### src/rtl/booth_mult_seq_pkg.sv
// Shared definitions for the sequential radix-2 Booth multiplier:
// FSM state encoding and Booth pair codes.
package booth_mult_seq_pkg;

  localparam int BOOTH_N     = 8;
  localparam int BOOTH_CNT_W = 4;

  typedef enum logic [1:0] {
    S_IDLE = 2'd0,
    S_RUN  = 2'd1,
    S_DONE = 2'd2
  } state_t;

  // {Q[0], q_1} recoding: 01 adds M, 10 subtracts M, 00/11 only shift.
  typedef enum logic [1:0] {
    BP_NOP0 = 2'b00,
    BP_ADD  = 2'b01,
    BP_SUB  = 2'b10,
    BP_NOP1 = 2'b11
  } bpair_t;

endpackage

### src/rtl/booth_mult_seq_rcas8.sv
// RCAS8: 8-bit ripple-carry adder/subtractor. i_mode=1 computes i_a1 - i_a2
// as i_a1 + ~i_a2 + 1; o_carry is the carry out of bit 7.
module booth_mult_seq_rcas8 (
  input  logic [7:0] i_a1,
  input  logic [7:0] i_a2,
  input  logic       i_mode,
  output logic [7:0] o_sum,
  output logic       o_carry
);

  logic [8:0] w_c;
  logic [7:0] w_b;

  always_comb begin
    w_c    = '0;
    w_b    = '0;
    o_sum  = '0;
    w_c[0] = i_mode;
    for (int i = 0; i < 8; i++) begin
      w_b[i]   = i_a2[i] ^ i_mode;
      o_sum[i] = i_a1[i] ^ w_b[i] ^ w_c[i];
      w_c[i+1] = (i_a1[i] & w_b[i]) | (i_a1[i] & w_c[i]) | (w_b[i] & w_c[i]);
    end
  end

  assign o_carry = w_c[8];

endmodule

### src/rtl/booth_mult_seq.sv
// Sequential radix-2 Booth multiplier, one iteration per clock, start/busy/done
// handshake. Every add/sub step goes through the RCAS8 instance.
module booth_mult_seq
  import booth_mult_seq_pkg::*;
#(
  parameter int N     = BOOTH_N,
  parameter int CNT_W = BOOTH_CNT_W
) (
  input  logic             clk,
  input  logic             rst,
  input  logic             start,
  input  logic [N-1:0]     mcand,
  input  logic [N-1:0]     mplier,
  output logic             busy,
  output logic             done,
  output logic [2*N-1:0]   product
);

  state_t             r_state;
  state_t             w_next;
  logic [N:0]         r_a;
  logic [N-1:0]       r_q;
  logic [N-1:0]       r_m;
  logic               r_q1;
  logic [CNT_W-1:0]   r_cnt;
  logic [2*N-1:0]     r_product;

  logic               w_load;
  logic               w_step;
  logic               w_last;
  bpair_t             w_pair;
  logic               w_mode;
  logic               w_arith;
  logic [N-1:0]       w_add_sum;
  logic               w_carry;
  logic [N:0]         w_sum;
  logic [N:0]         w_a_next;
  logic [N-1:0]       w_q_next;

  assign w_pair  = bpair_t'({r_q[0], r_q1});
  assign w_mode  = (w_pair == BP_SUB);
  assign w_arith = (w_pair == BP_ADD) || (w_pair == BP_SUB);

  booth_mult_seq_rcas8 u_rcas8 (
    .i_a1    (r_a[N-1:0]),
    .i_a2    (r_m),
    .i_mode  (w_mode),
    .o_sum   (w_add_sum),
    .o_carry (w_carry)
  );

  // Ninth sum bit rebuilt from the 8-bit carry so -128 subtract steps stay exact.
  assign w_sum    = w_arith ? {r_a[N] ^ (r_m[N-1] ^ w_mode) ^ w_carry, w_add_sum} : r_a;
  assign w_a_next = {w_sum[N], w_sum[N:1]};
  assign w_q_next = {w_sum[0], r_q[N-1:1]};

  always_ff @(posedge clk or posedge rst) begin
    if (rst) r_state <= S_IDLE;
    else     r_state <= w_next;
  end

  always_comb begin
    w_next = r_state;
    w_load = 1'b0;
    w_step = 1'b0;
    w_last = 1'b0;
    case (r_state)
      S_IDLE: begin
        if (start) begin
          w_load = 1'b1;
          w_next = S_RUN;
        end
      end
      S_RUN: begin
        w_step = 1'b1;
        if (r_cnt == CNT_W'(1)) begin
          w_last = 1'b1;
          w_next = S_DONE;
        end
      end
      S_DONE: begin
        if (start) begin
          w_load = 1'b1;
          w_next = S_RUN;
        end else begin
          w_next = S_IDLE;
        end
      end
      default: w_next = S_IDLE;
    endcase
  end

  always_ff @(posedge clk or posedge rst) begin
    if (rst) begin
      r_a       <= '0;
      r_q       <= '0;
      r_q1      <= 1'b0;
      r_m       <= '0;
      r_cnt     <= '0;
      r_product <= '0;
    end else if (w_load) begin
      r_m   <= mcand;
      r_q   <= mplier;
      r_a   <= '0;
      r_q1  <= 1'b0;
      r_cnt <= CNT_W'(N);
    end else if (w_step) begin
      r_a   <= w_a_next;
      r_q   <= w_q_next;
      r_q1  <= r_q[0];
      r_cnt <= r_cnt - CNT_W'(1);
      if (w_last) r_product <= {w_a_next[N-1:0], w_q_next};
    end
  end

  assign busy    = (r_state == S_RUN);
  assign done    = (r_state == S_DONE);
  assign product = r_product;

endmodule

### config.mk
export PLATFORM = sky130hd
export DESIGN_NAME = booth_mult_seq
export DESIGN_NICKNAME = d
export VERILOG_FILES = /design/src/rtl/booth_mult_seq_pkg.sv /design/src/rtl/booth_mult_seq_rcas8.sv /design/src/rtl/booth_mult_seq.sv
export SDC_FILE = /design/constraint.sdc
export NUM_CORES = 1
export LEC_CHECK = 0
export ABC_AREA = 1
export BUFFER_PORTS_ARGS = -buffer_cell sky130_fd_sc_hd__buf_4
export CAP_MARGIN = 5
export CORE_ASPECT_RATIO = 1.75
export CORE_MARGIN = 2
export CORE_UTILIZATION = 50
export CTS_CLUSTER_SIZE = 30
export DETAILED_ROUTE_END_ITERATION = 12
export PLACE_DENSITY_LB_ADDON = 0.25
export RECOVER_POWER = 100
export SETUP_SLACK_MARGIN = 0.15
export SLEW_MARGIN = 10
export SYNTH_ARGS = -nofsm -noshare
export SYNTH_HDL_FRONTEND = slang
export SYNTH_SLANG_ARGS = --single-unit
### constraint.sdc
create_clock -name clk -period 9.6 [get_ports clk]
set_input_delay 1.92 -clock clk [delete_from_list [all_inputs] [get_ports clk]]
set_output_delay 1.92 -clock clk [all_outputs]
set_load 0.01 [all_outputs]
==> impl_summary.md, run 1 <==
Synth
The fraction of synthesized area in multiplexers is 0%. The synthesized netlist contains 22 unique library cells. The adder and majority gate portion of the synthesized area is 8.50%. The synthesized instance count is 264. The area share of and/or/nand/nor cells after synthesis is 22.2%.

Summing the areas of all xor and xnor instances in the mapped netlist gives 3.01% of the synthesized area. After synthesis, the cell types taking the most area are dfrtp_1, nand2_1, o21ai_0. The complex-gate fraction of the synthesized area is 8.28%.

The largest family of logic cells by synthesized area is simple AND/OR/NAND/NOR gates. Of all cell types, the one taking the most synthesized area is dfrtp_1. The total of flip-flops plus latches after synthesis is 47. The count of synthesis-stage warnings from yosys is 0. The portion of the post-synthesis area used by sequential elements is 50.6%. The mapped cell area is 2330 µm².

Summed over its instances, the top area cell type makes up 50.6% of the synthesized netlist area. Averaged over all synthesized cells, the footprint is 8.81 µm². Synthesis produced a netlist with a net count of 294.

Placement
The setup slack at placement is 5.46 ns. The placed wire-length estimate after detailed placement is 3.15 mm. The congestion estimate from routability-driven global placement came to 0.778.

The number of buffers inserted by port buffering is 36.

STA
In the post-route analysis, the smallest setup slack over all paths is 5.45 ns. The number of slew-limit violations in the final report is 48. The final critical delay including setup and external delays is 4.15 ns.

Setup violations remaining at the end of the flow were counted as 0. The ratio of final minimum period to clock period is 43.2%. The hold violation total from the final report was 0. The slew at the pin with the worst max-slew slack is 1.71 ns. Setup repair after global routing left no endpoint under its margin. Based on the critical path, the design can be clocked at up to 241 MHz. The worst slew slack as a fraction of its limit is -14.1%. After routing, the total negative slack on setup checks comes to 0 ns. Clock skew on the completed layout was measured at 0.00759 ns.

Drt
Before antenna repair, the detailed router went through 4 iterations. The per-cell via count in the routed design is 5.07. The average routed wire per standard cell is 12.6 µm. The number of nets still failing antenna checks after routing is 0. For this block, the initial DRC count from the detailed router was 39.

The total via count in the routed design is 1769. The total wire length after detailed routing is 4.41 mm. In the routed design, unresolved DRC markers number 0.

Setup path
The number of cell instances on the worst register-to-register path is 16. The required time of the critical path is 9.82 ns. The worst setup path is launched from a flip-flop. For the worst setup path, the data arrival time is 4.36 ns. The type of destination of the critical path is a flip-flop. The setup path with the least slack is of type reg -> reg. The critical path goes through inv_1 > ha_1 > xor2_1 > fa_1 > inv_1 > fa_1 > inv_1 > fa_1 > fa_1 > fa_1 > fa_1 > inv_1 > fa_1 > o21ai_0 > nand2_1 > o21ai_0. The cell with the most instances on the worst path is fa_1. The critical-path cell with the highest stage delay is fa_1. Of all nets on the critical path, the largest fanout is 8.

The worst stage delay on the critical path is 0.41 ns.

GRT
The global router's overall resource usage is 18.6%. The initial antenna violation count is 0. The first global-routing pass estimated 7.73 mm of wire. Entering global routing, the biggest net connects 48 pins. The global route total overflow is 0. The number of global-route vias before repair was 1792.

Min path
The worst hold-check path type is reg -> reg. Along the worst hold path, the cell count comes to 2.

Pwr
For this design the ratio of total power to cell area is 372 nW/µm². The analysis attributes to cell leakage a power of 1.31 nW. IR analysis of the VDD net gives a maximum drop of 0.000211 V.

CTS
Post-CTS repair changed the size of 0 cells. TritonCTS built the clock tree. The count of H-tree levels built during CTS is 2. The clock passes through at most 2 buffers. The buffer cell driving the clock tree root is clkbuf_8. The register clock-pin slew on the reported worst setup and hold paths is 0.08 ns.

The total number of clock tree sinks is 47. The number of hold buffers added after cts is 0. TritonCTS created 5 clock buffers. The clock network latency to the later pin of the worst-skew pair is 0.30 ns. Buffers added to address setup during post-CTS repair amount to 0.

Run
The count of max-cap constraint violations is 1.

Layout
The repair_antennas step left the layout with diodes totalling 0. Summing all flip-flop and latch instances after layout gives 1180 µm². The library cell used most frequently in the layout, excluding fill and tap cells, is nand2_1. The layout cell share with drive strength beyond 1 is 9.40%.

Fill cells in the final layout number 438. From synthesis to final layout, the design area changed by 10.7%. The area taken by multi-input logic gates is 946 µm². In the layout the commonest cells are nand2_1, dfrtp_1, o21ai_0.

The layout net count is 327.

Die
The die covers 5240 µm². The initial utilization of the core area, before any placement, comes to 52.3%. The vertical extent of the die is 94.2 µm.

Measured along the x axis, the die boundary spans 55.6 µm. The top-level I/O count is 37. The initialized floorplan defines 32 standard-cell rows. The area of the placeable core is 4440 µm².

Run status
The final reports fail on max-capacitance violations, max-slew violations. The flow ran to the end, but the final reports show violations.
## sequential cells by signal (all words and copies together) (netlist names)
signal   flops
r_q          8
product     16
r_q1         1
r_cnt        4
r_a          8
r_m          8
r_state      2
## report_power, final
group / switching (mW) / internal [mW]
Clock: 0.0661 / 0.0510
Sequential: 0.0611 / 0.298
Combinational: 0.308 / 0.173
## cell type report
| cell class | count | area share (%) |
|---|---|---|
| sequential | 47 | 45.7 |
| multi-input combinational | 181 | 36.7 |
| timing repair buffer | 37 | 8.16 |
| inverter | 25 | 3.64 |
| clock buffer | 6 | 2.82 |
| tap | 51 | 2.48 |
| clock inverter | 2 | 0.486 |
## layer usage
layer,global-route usage [%],up-vias,share of wire (%)
li1,-,882,-
met1,20.9,853,41
met2,35.0,27,54
met3,2.48,7,3.3
met4,7.11,0,1.8
met5,0,-,0
## final timing paths
kind / from / to / slack [ns]
max: r_q1 / r_a[6] / 5.45
min: r_cnt[3] / r_cnt[3] / 0.50
max reg2reg: r_q1 / r_a[6] / 5.45
min reg2reg: r_cnt[3] / r_cnt[3] / 0.50
max in group asynchronous: rst / r_m[3] / 6.44
min in group asynchronous: rst / r_cnt[2] / 2.16
## through the flow
step | hold WS, ns | cell area (µm²) | power (mW) | instances | utilization (%)
final | 0.497 | 2570 | 0.958 | 349 | 57.9
after global routing | 0.518 | 2570 | 1.08 | 349 | 57.9
after CTS | 0.507 | 2670 | 1.01 | 349 | 60.2
after detailed placement | 0.486 | 2590 | 0.893 | 341 | 58.2
after global placement | 0.468 | 2590 | 0.875 | 341 | 58.2
after floorplan | 0.452 | 2330 | 0.756 | 264 | -
## worst max-delay path: cells and delay by family (launching register included)
| family | cells | cell delay [ns] |
|---|---|---|
| fa+ha+maj | 8 | 2.87 |
| flops | 1 | 0.37 |
| compound gates | 2 | 0.32 |
| simple gates | 1 | 0.07 |
| xor+xnor | 1 | 0.15 |
| buf+inv | 4 | 0.30 |
## synthesized netlist by cell type (all sizes together)
master,n
nand2,107
fa,8
o21ai,36
xor2,5
clkbuf,2
ha,3
nor2,4
buf,9
nand4,1
dfrtp,47
nand3,12
inv,25
xnor2,3
o22ai,2
## cell families (layout without fill, tap and decap cells)
logic type / count (synthesis) / in the layout
adders and majority gates: 11 / 11
buffers and inverters: 36 / 70
and+or+nand+nor: 124 / 124
DFF: 47 / 47
AOI/OAI and AO/OA: 38 / 38
xor gates and xnor gates: 8 / 8
(Power assumes the default switching activity.)
==> run 2: changes to the inputs <==
clock period = 3.9 ns   (was 9.6 ns; I/O delays follow)
==> run 2 against run 1 <==
  * Sequential cell count unchanged
  * The run still ends with max-capacitance violations, max-slew violations left
  * Final area up 3.5%
  * Sequential share of layout area down 1.6 points
  * Sequential power up 150%
  * First-iteration DRC count down 15%
  * Non-clock buffer count up 4
  * Hold slack worse by 0.0012 ns
==> impl_summary.md, run 2 (synthesis results as in run 1) <==
Drt
The number of design-rule violations left by the first detailed-router iteration is 33 (was 39). The iteration count of the initial detailed-routing pass came to 4 (unchanged). The number of nets still failing antenna checks after routing is 0 (unchanged). The total wire length after detailed routing is 4.43 mm (was 4.41 mm). The average routed wire per standard cell is 12.5 µm (was 12.6 µm).

The total via count in the routed design is 1801 (was 1769). The remaining design rule violation count is 0 (unchanged). The per-cell via count in the routed design is 5.10 (was 5.07).

Layout
The most common library cell in the layout ignoring fill and taps is nand2_1 (unchanged). The relative area change from synthesis to final layout is 14.6% (was 10.7%). Commonest cells after routing, fill and taps aside: nand2_1, dfrtp_1, o21ai_0 (unchanged).

The layout net count is 331 (was 327). The layout cell share with drive strength beyond 1 came to 13.6% (was 9.40%). The flip-flop count of the largest register, all copies and words added was 16 (unchanged).

The number of non-filler instances in the completed layout was 353 (was 349). The fraction of the core area covered by cells at the end of the flow is 60.0% (was 57.9%). The post-layout instance area was 2670 µm² (was 2570 µm²).

The number of diodes added for antenna fixing is 0 (unchanged).

CTS
The clock network latency to the later pin of the worst-skew pair came to 0.30 ns (about the same). The maximum root-to-sink buffer count is 2 (unchanged). The buffer cell driving the clock tree root is clkbuf_8 (unchanged). The total number of clock tree sinks is 47 (unchanged). The clock tree from TritonCTS is yes (unchanged). The register clock-pin slew on the reported worst setup and hold paths was 0.09 ns (was 0.08 ns).

The count of H-tree levels built during CTS came to 2 (unchanged). The number of buffers added by the clock tree synthesis step came to 5 (unchanged).

GRT
The global-route wire length before repair came to 7.77 mm (was 7.73 mm). The maximum number of pins on one net before global-route repair is 48 (unchanged). The global route total overflow is 0 (unchanged). The global router's overall resource usage was 18.6% (about the same). The initial antenna violation count came to 0 (unchanged). The number of global-route vias before repair is 1760 (was 1792).

Setup path
The type of destination of the critical path is a flip-flop (unchanged). The required time of the critical path was 4.14 ns (was 9.82 ns). The worst-path maximum fanout is 3 (was 8). The critical path startpoint category is a flip-flop (unchanged).

The critical path start-end classification is reg -> reg (unchanged). The data arrival time of the critical path is 3.91 ns (was 4.36 ns).

STA
The number of slew-limit violations in the final report was 48 (unchanged). The worst slew slack as a fraction of its limit came to -15.2% (was -14.1%). The final critical delay including setup and external delays is 3.67 ns (was 4.15 ns). The number of failing setup endpoints in the final timing report is 0 (unchanged). The worst clock skew is 0.0130 ns (was 0.00759 ns).

Setup repair after global routing missed its margin: yes (was no). The hold violation total from the final report is 0 (unchanged). The worst hold slack is 0.496 ns (was 0.497 ns). The total negative setup slack is 0 ns (unchanged). The slew at the pin with the worst max-slew slack came to 1.73 ns (was 1.71 ns). The top achievable clock speed was 272 MHz (was 241 MHz). The ratio of final minimum period to clock period is 94.2% (was 43.2%).

Placement
The total placed cells including tap cells is 342 (was 341). The placed wire-length estimate after detailed placement was 3.12 mm (was 3.15 mm). The number of buffers inserted by port buffering was 36 (unchanged).

The post-placement cell area is 2600 µm² (was 2590 µm²). The global placement routability congestion is 0.763 (was 0.778).

Die
The vertical extent of the die is 94.2 µm (unchanged). The area of the placeable core is 4440 µm² (unchanged). The top-level I/O count is 37 (unchanged). The initial standard-cell utilization of the core is 52.3% (unchanged). The area of the die is 5240 µm² (unchanged). The number of rows in the core area is 32 (unchanged). The die width is 55.6 µm (unchanged).

Run
The count of max-cap constraint violations came to 1 (unchanged).

Pwr
The areal power density over the cells is 963 nW/µm² (was 372 nW/µm²). The total leakage power came to 1.34 nW (was 1.31 nW). The maximum vdd ir drop is 0.000615 V (was 0.000211 V).

Run status
Failing checks: max-capacitance violations, max-slew violations (unchanged). Run status: finished, violations left (unchanged).

Min path
The worst hold-check path type was reg -> reg (unchanged).
## run 2: cell types whose count changed in the layout (fill, tap and decap cells not counted), sizes merged
cell / before / now
clkinvlp: 1 / 0
buf: 17 / 21
bufinv: 0 / 1
## run 2: per-stage QoR
stage | power [mW] | setup WS [ns]
finish | 2.57 | 0.228
global route | 2.86 | 0.0386
CTS | 2.62 | 0.157
detailed placement | 2.23 | 0.0859
global placement | 2.18 | 0.178
floorplan | 1.88 | 0.154
## run 2: critical path, cell delays in order, from the launching register on
cell	delay [ns]
dfrtp_1	0.41
ha_4	0.18
xor2_1	0.16
fa_2	0.35
inv_1	0.07
fa_1	0.15
inv_1	0.05
fa_2	0.34
fa_2	0.40
fa_2	0.35
fa_2	0.35
inv_2	0.07
fa_1	0.42
o21ai_2	0.16
nand2_1	0.06
nand2_1	0.10
## run 2: layout make-up
cell class	instances	area (µm²)
clock buffer	6	82.6
clock inverter	2	35.0
fill	424	1780
inverter	25	93.8
multi-input combinational	181	975
sequential	47	1180
tap	51	63.8
timing repair buffer	41	240
## run 2: worst paths after layout
check | startpoint | endpoint | slack, ns | cells past startpoint
max in group asynchronous | rst | r_m[1] | 1.87 | 2
min in group asynchronous | rst | r_cnt[2] | 1.01 | 2
worst min register to register | r_cnt[3] | r_cnt[3] | 0.50 | 2
worst max-delay path | r_q[0] | product[14] | 0.23 | 15
worst min-delay path | r_cnt[3] | r_cnt[3] | 0.50 | 2
worst max register to register | r_q[0] | product[14] | 0.23 | 15
## run 2: metal layers
layer / routed length [µm] / global-route usage, % / vias to the layer above
met5: 0 / 0 / -
met4: 72 / 6.10 / 0
met3: 166 / 3.58 / 7
met2: 2370 / 33.9 / 34
met1: 1820 / 21.7 / 872
li1: - / - / 888
## run 2: timing repair
| item | CTS | global route |
|---|---|---|
| endpoints found under the setup margin | 2 | 2 |
| gates resized for setup | 2 | 8 |
| hold buffers | 0 | 0 |
| setup buffers | 1 | 2 |
| endpoints found under the hold margin | 0 | 0 |
| pin swaps | 0 | 3 |
## run 2: power breakdown
part           internal [mW]  switching, mW  leakage (nW)  total (mW)
sequential             0.734          0.149         0.575       0.883
clock                  0.207          0.160        0.0612       0.367
combinational          0.507          0.809         0.707        1.32
total                   1.45           1.12          1.34        2.57
==> run 3: changes to the inputs <==
CORE_UTILIZATION = 56   (was 50)
==> run 3 against run 2 <==
  * The run still ends with max-capacitance violations, max-slew violations left
  * Sequential share of layout area rose by 0.31 points
  * Global-route usage rose by 2.9 points
  * Cell count fell by 1.1%
  * Critical endpoint is now r_a[6]
==> impl_summary.md, run 3 (synthesis results as in run 1) <==
Run status
Run status: finished, violations left (unchanged). Failing checks: max-capacitance violations, max-slew violations (unchanged).

Setup path
The sum of buffers and inverters on the critical path was 4 (was 3). The critical-path cell with the highest stage delay is fa_1 (unchanged). The critical path start-end classification is reg -> reg (unchanged).

The setup slack on the worst flop-to-flop path was 0.18 ns (was 0.23 ns). The type of destination of the critical path is a flip-flop (unchanged). The critical path startpoint category is a flip-flop (unchanged). The data arrival time of the critical path came to 3.93 ns (was 3.91 ns).

The worst stage delay on the critical path came to 0.44 ns (was 0.42 ns). The worst-path maximum fanout is 3 (unchanged). Cells along the critical path: inv_1 > ha_2 > xor2_1 > fa_1 > inv_1 > fa_1 > inv_1 > fa_2 > fa_2 > fa_2 > fa_2 > inv_1 > fa_1 > o21ai_2 > nand2_1 > o21ai_0 (was ha_4 > xor2_1 > fa_2 > inv_1 > fa_1 > inv_1 > fa_2 > fa_2 > fa_2 > fa_2 > inv_2 > fa_1 > o21ai_2 > nand2_1 > nand2_1).

The required time of the critical path is 4.11 ns (was 4.14 ns). The kind of cell adding the most delay to the critical path was adder cells (unchanged).

Pwr
The maximum vdd ir drop came to 0.000579 V (was 0.000615 V). The total leakage power is 1.33 nW (was 1.34 nW). The areal power density over the cells is 980 nW/µm² (was 963 nW/µm²).

Layout
The most common library cell in the layout ignoring fill and taps is nand2_1 (unchanged). The register cell area after layout was 1180 µm² (unchanged). The relative area change from synthesis to final layout was 13.8% (was 14.6%). Commonest cells after routing, fill and taps aside: nand2_1, dfrtp_1, o21ai_0 (unchanged).

The number of diodes added for antenna fixing is 0 (unchanged). The filler cell count is 363 (was 424). The layout net count is 329 (was 331). The layout cell share with drive strength beyond 1 came to 11.7% (was 13.6%). The flip-flop count of the largest register, all copies and words added is 16 (unchanged). The area taken by multi-input logic gates came to 962 µm² (was 975 µm²).

Die
The vertical extent of the die is 89.3 µm (was 94.2 µm). The die width is 52.7 µm (was 55.6 µm). The area of the die was 4710 µm² (was 5240 µm²). The top-level I/O count is 37 (unchanged).

The initial standard-cell utilization of the core is 57.1% (was 52.3%). The number of rows in the core area is 31 (was 32). The area of the placeable core is 4070 µm² (was 4440 µm²).

Drt
The number of nets still failing antenna checks after routing was 0 (unchanged). The per-cell via count in the routed design is 5.17 (was 5.10). The total via count in the routed design came to 1804 (was 1801). The total wire length after detailed routing was 4.59 mm (was 4.43 mm).

The number of design-rule violations left by the first detailed-router iteration is 46 (was 33). The remaining design rule violation count is 0 (unchanged). The average routed wire per standard cell was 13.1 µm (was 12.5 µm). The iteration count of the initial detailed-routing pass is 4 (unchanged).

CTS
The clock tree from TritonCTS was yes (unchanged). The count of H-tree levels built during CTS is 2 (unchanged). The buffer cell driving the clock tree root is clkbuf_8 (unchanged).

The maximum root-to-sink buffer count came to 2 (unchanged). The clock network latency to the later pin of the worst-skew pair came to 0.30 ns (about the same). The register clock-pin slew on the reported worst setup and hold paths is 0.08 ns (was 0.09 ns). The number of hold buffers added after cts is 0 (unchanged). The number of buffers added by the clock tree synthesis step came to 5 (unchanged). The total number of clock tree sinks is 47 (unchanged).

STA
The ratio of final minimum period to clock period was 95.4% (was 94.2%). The worst slew slack as a fraction of its limit is -17.8% (was -15.2%). The top achievable clock speed came to 269 MHz (was 272 MHz). The worst hold slack came to 0.502 ns (was 0.496 ns). The final worst setup slack came to 0.181 ns (was 0.228 ns). The number of slew-limit violations in the final report was 48 (unchanged). The slew at the pin with the worst max-slew slack is 1.76 ns (was 1.73 ns).

The total negative setup slack is 0 ns (unchanged). The final critical delay including setup and external delays is 3.72 ns (was 3.67 ns). Setup repair after global routing missed its margin: no (was yes). The number of failing setup endpoints in the final timing report is 0 (unchanged).

The hold violation total from the final report is 0 (unchanged). The worst clock skew is 0.00761 ns (was 0.0130 ns).

GRT
The maximum number of pins on one net before global-route repair is 48 (unchanged). The global route total overflow is 0 (unchanged). The global router's overall resource usage came to 21.5% (was 18.6%). The initial antenna violation count came to 0 (unchanged). The global-route wire length before repair is 7.45 mm (was 7.77 mm). The number of global-route vias before repair is 1702 (was 1760).

Run
The count of max-cap constraint violations is 1 (unchanged).

Placement
The global placement routability congestion was 0.769 (was 0.763). The number of buffers inserted by port buffering is 36 (unchanged). The placed wire-length estimate after detailed placement is 3.10 mm (was 3.12 mm). The setup slack at placement is 0.112 ns (was 0.0859 ns).

Min path
The worst hold-check path type was reg -> reg (unchanged).
==> run 3: repair_timing <==
| item | 4_1_cts | 5_1_grt |
|---|---|---|
| endpoints found under the setup margin | 2 | 2 |
| buffers inserted | 1 | 0 |
| gates resized for setup | 2 | 2 |
| pin swaps | 1 | 3 |
==> run 3: final timing paths <==
path                       startpoint  endpoint  cells past startpoint
min in group asynchronous         rst  r_cnt[2]                      2
setup reg to reg                 r_q1    r_a[6]                     16
setup / recovery                 r_q1    r_a[6]                     16
hold / removal                 r_m[7]    r_m[7]                      2
max in group asynchronous         rst    r_m[6]                      2
hold reg to reg                r_m[7]    r_m[7]                      2
==> run 3: stage by stage <==
step                      total power, mW  utilization (%)  cells  cell area [µm²]
final                                2.59             65.0    349             2650
after global routing                 2.86             65.0    349             2650
after CTS                            2.68             67.4    349             2740
after detailed placement             2.24             63.8    340             2600
after global placement               2.18             63.8    340             2600
after floorplan                      1.88                -    264             2330
==> run 3: layout make-up <==
cell class | instances | area share [%]
clock inverters | 2 | 2.27
flip-flops and latches | 47 | 44.4
inverters | 25 | 3.54
repair buffers | 39 | 8.36
multi-input cells | 181 | 36.3
well taps | 49 | 2.32
clock buffers | 6 | 2.74
==> run 3: worst register-to-register path: stages (launching register included) <==
cell	delay, ns
dfrtp_1	0.34
inv_1	0.05
ha_2	0.19
xor2_1	0.16
fa_1	0.39
inv_1	0.07
fa_1	0.16
inv_1	0.05
fa_2	0.33
fa_2	0.35
fa_2	0.35
fa_2	0.32
inv_1	0.11
fa_1	0.44
o21ai_2	0.16
nand2_1	0.06
o21ai_0	0.11
==> run 3: power breakdown <==
group | leakage (nW) | switching (mW) | internal, mW
combinational | 0.694 | 0.832 | 0.463
sequential | 0.575 | 0.147 | 0.734
clock | 0.0654 | 0.162 | 0.256
==> run 3: metal layers <==
| layer | wire (µm) | GRT usage, % | part of all wire, % |
|---|---|---|---|
| met1 | 1940 | 25.6 | 42 |
| met2 | 2390 | 37.5 | 52 |
| met3 | 157 | 3.68 | 3.4 |
| met4 | 104 | 9.32 | 2.3 |
| met5 | 0 | 0 | 0 |
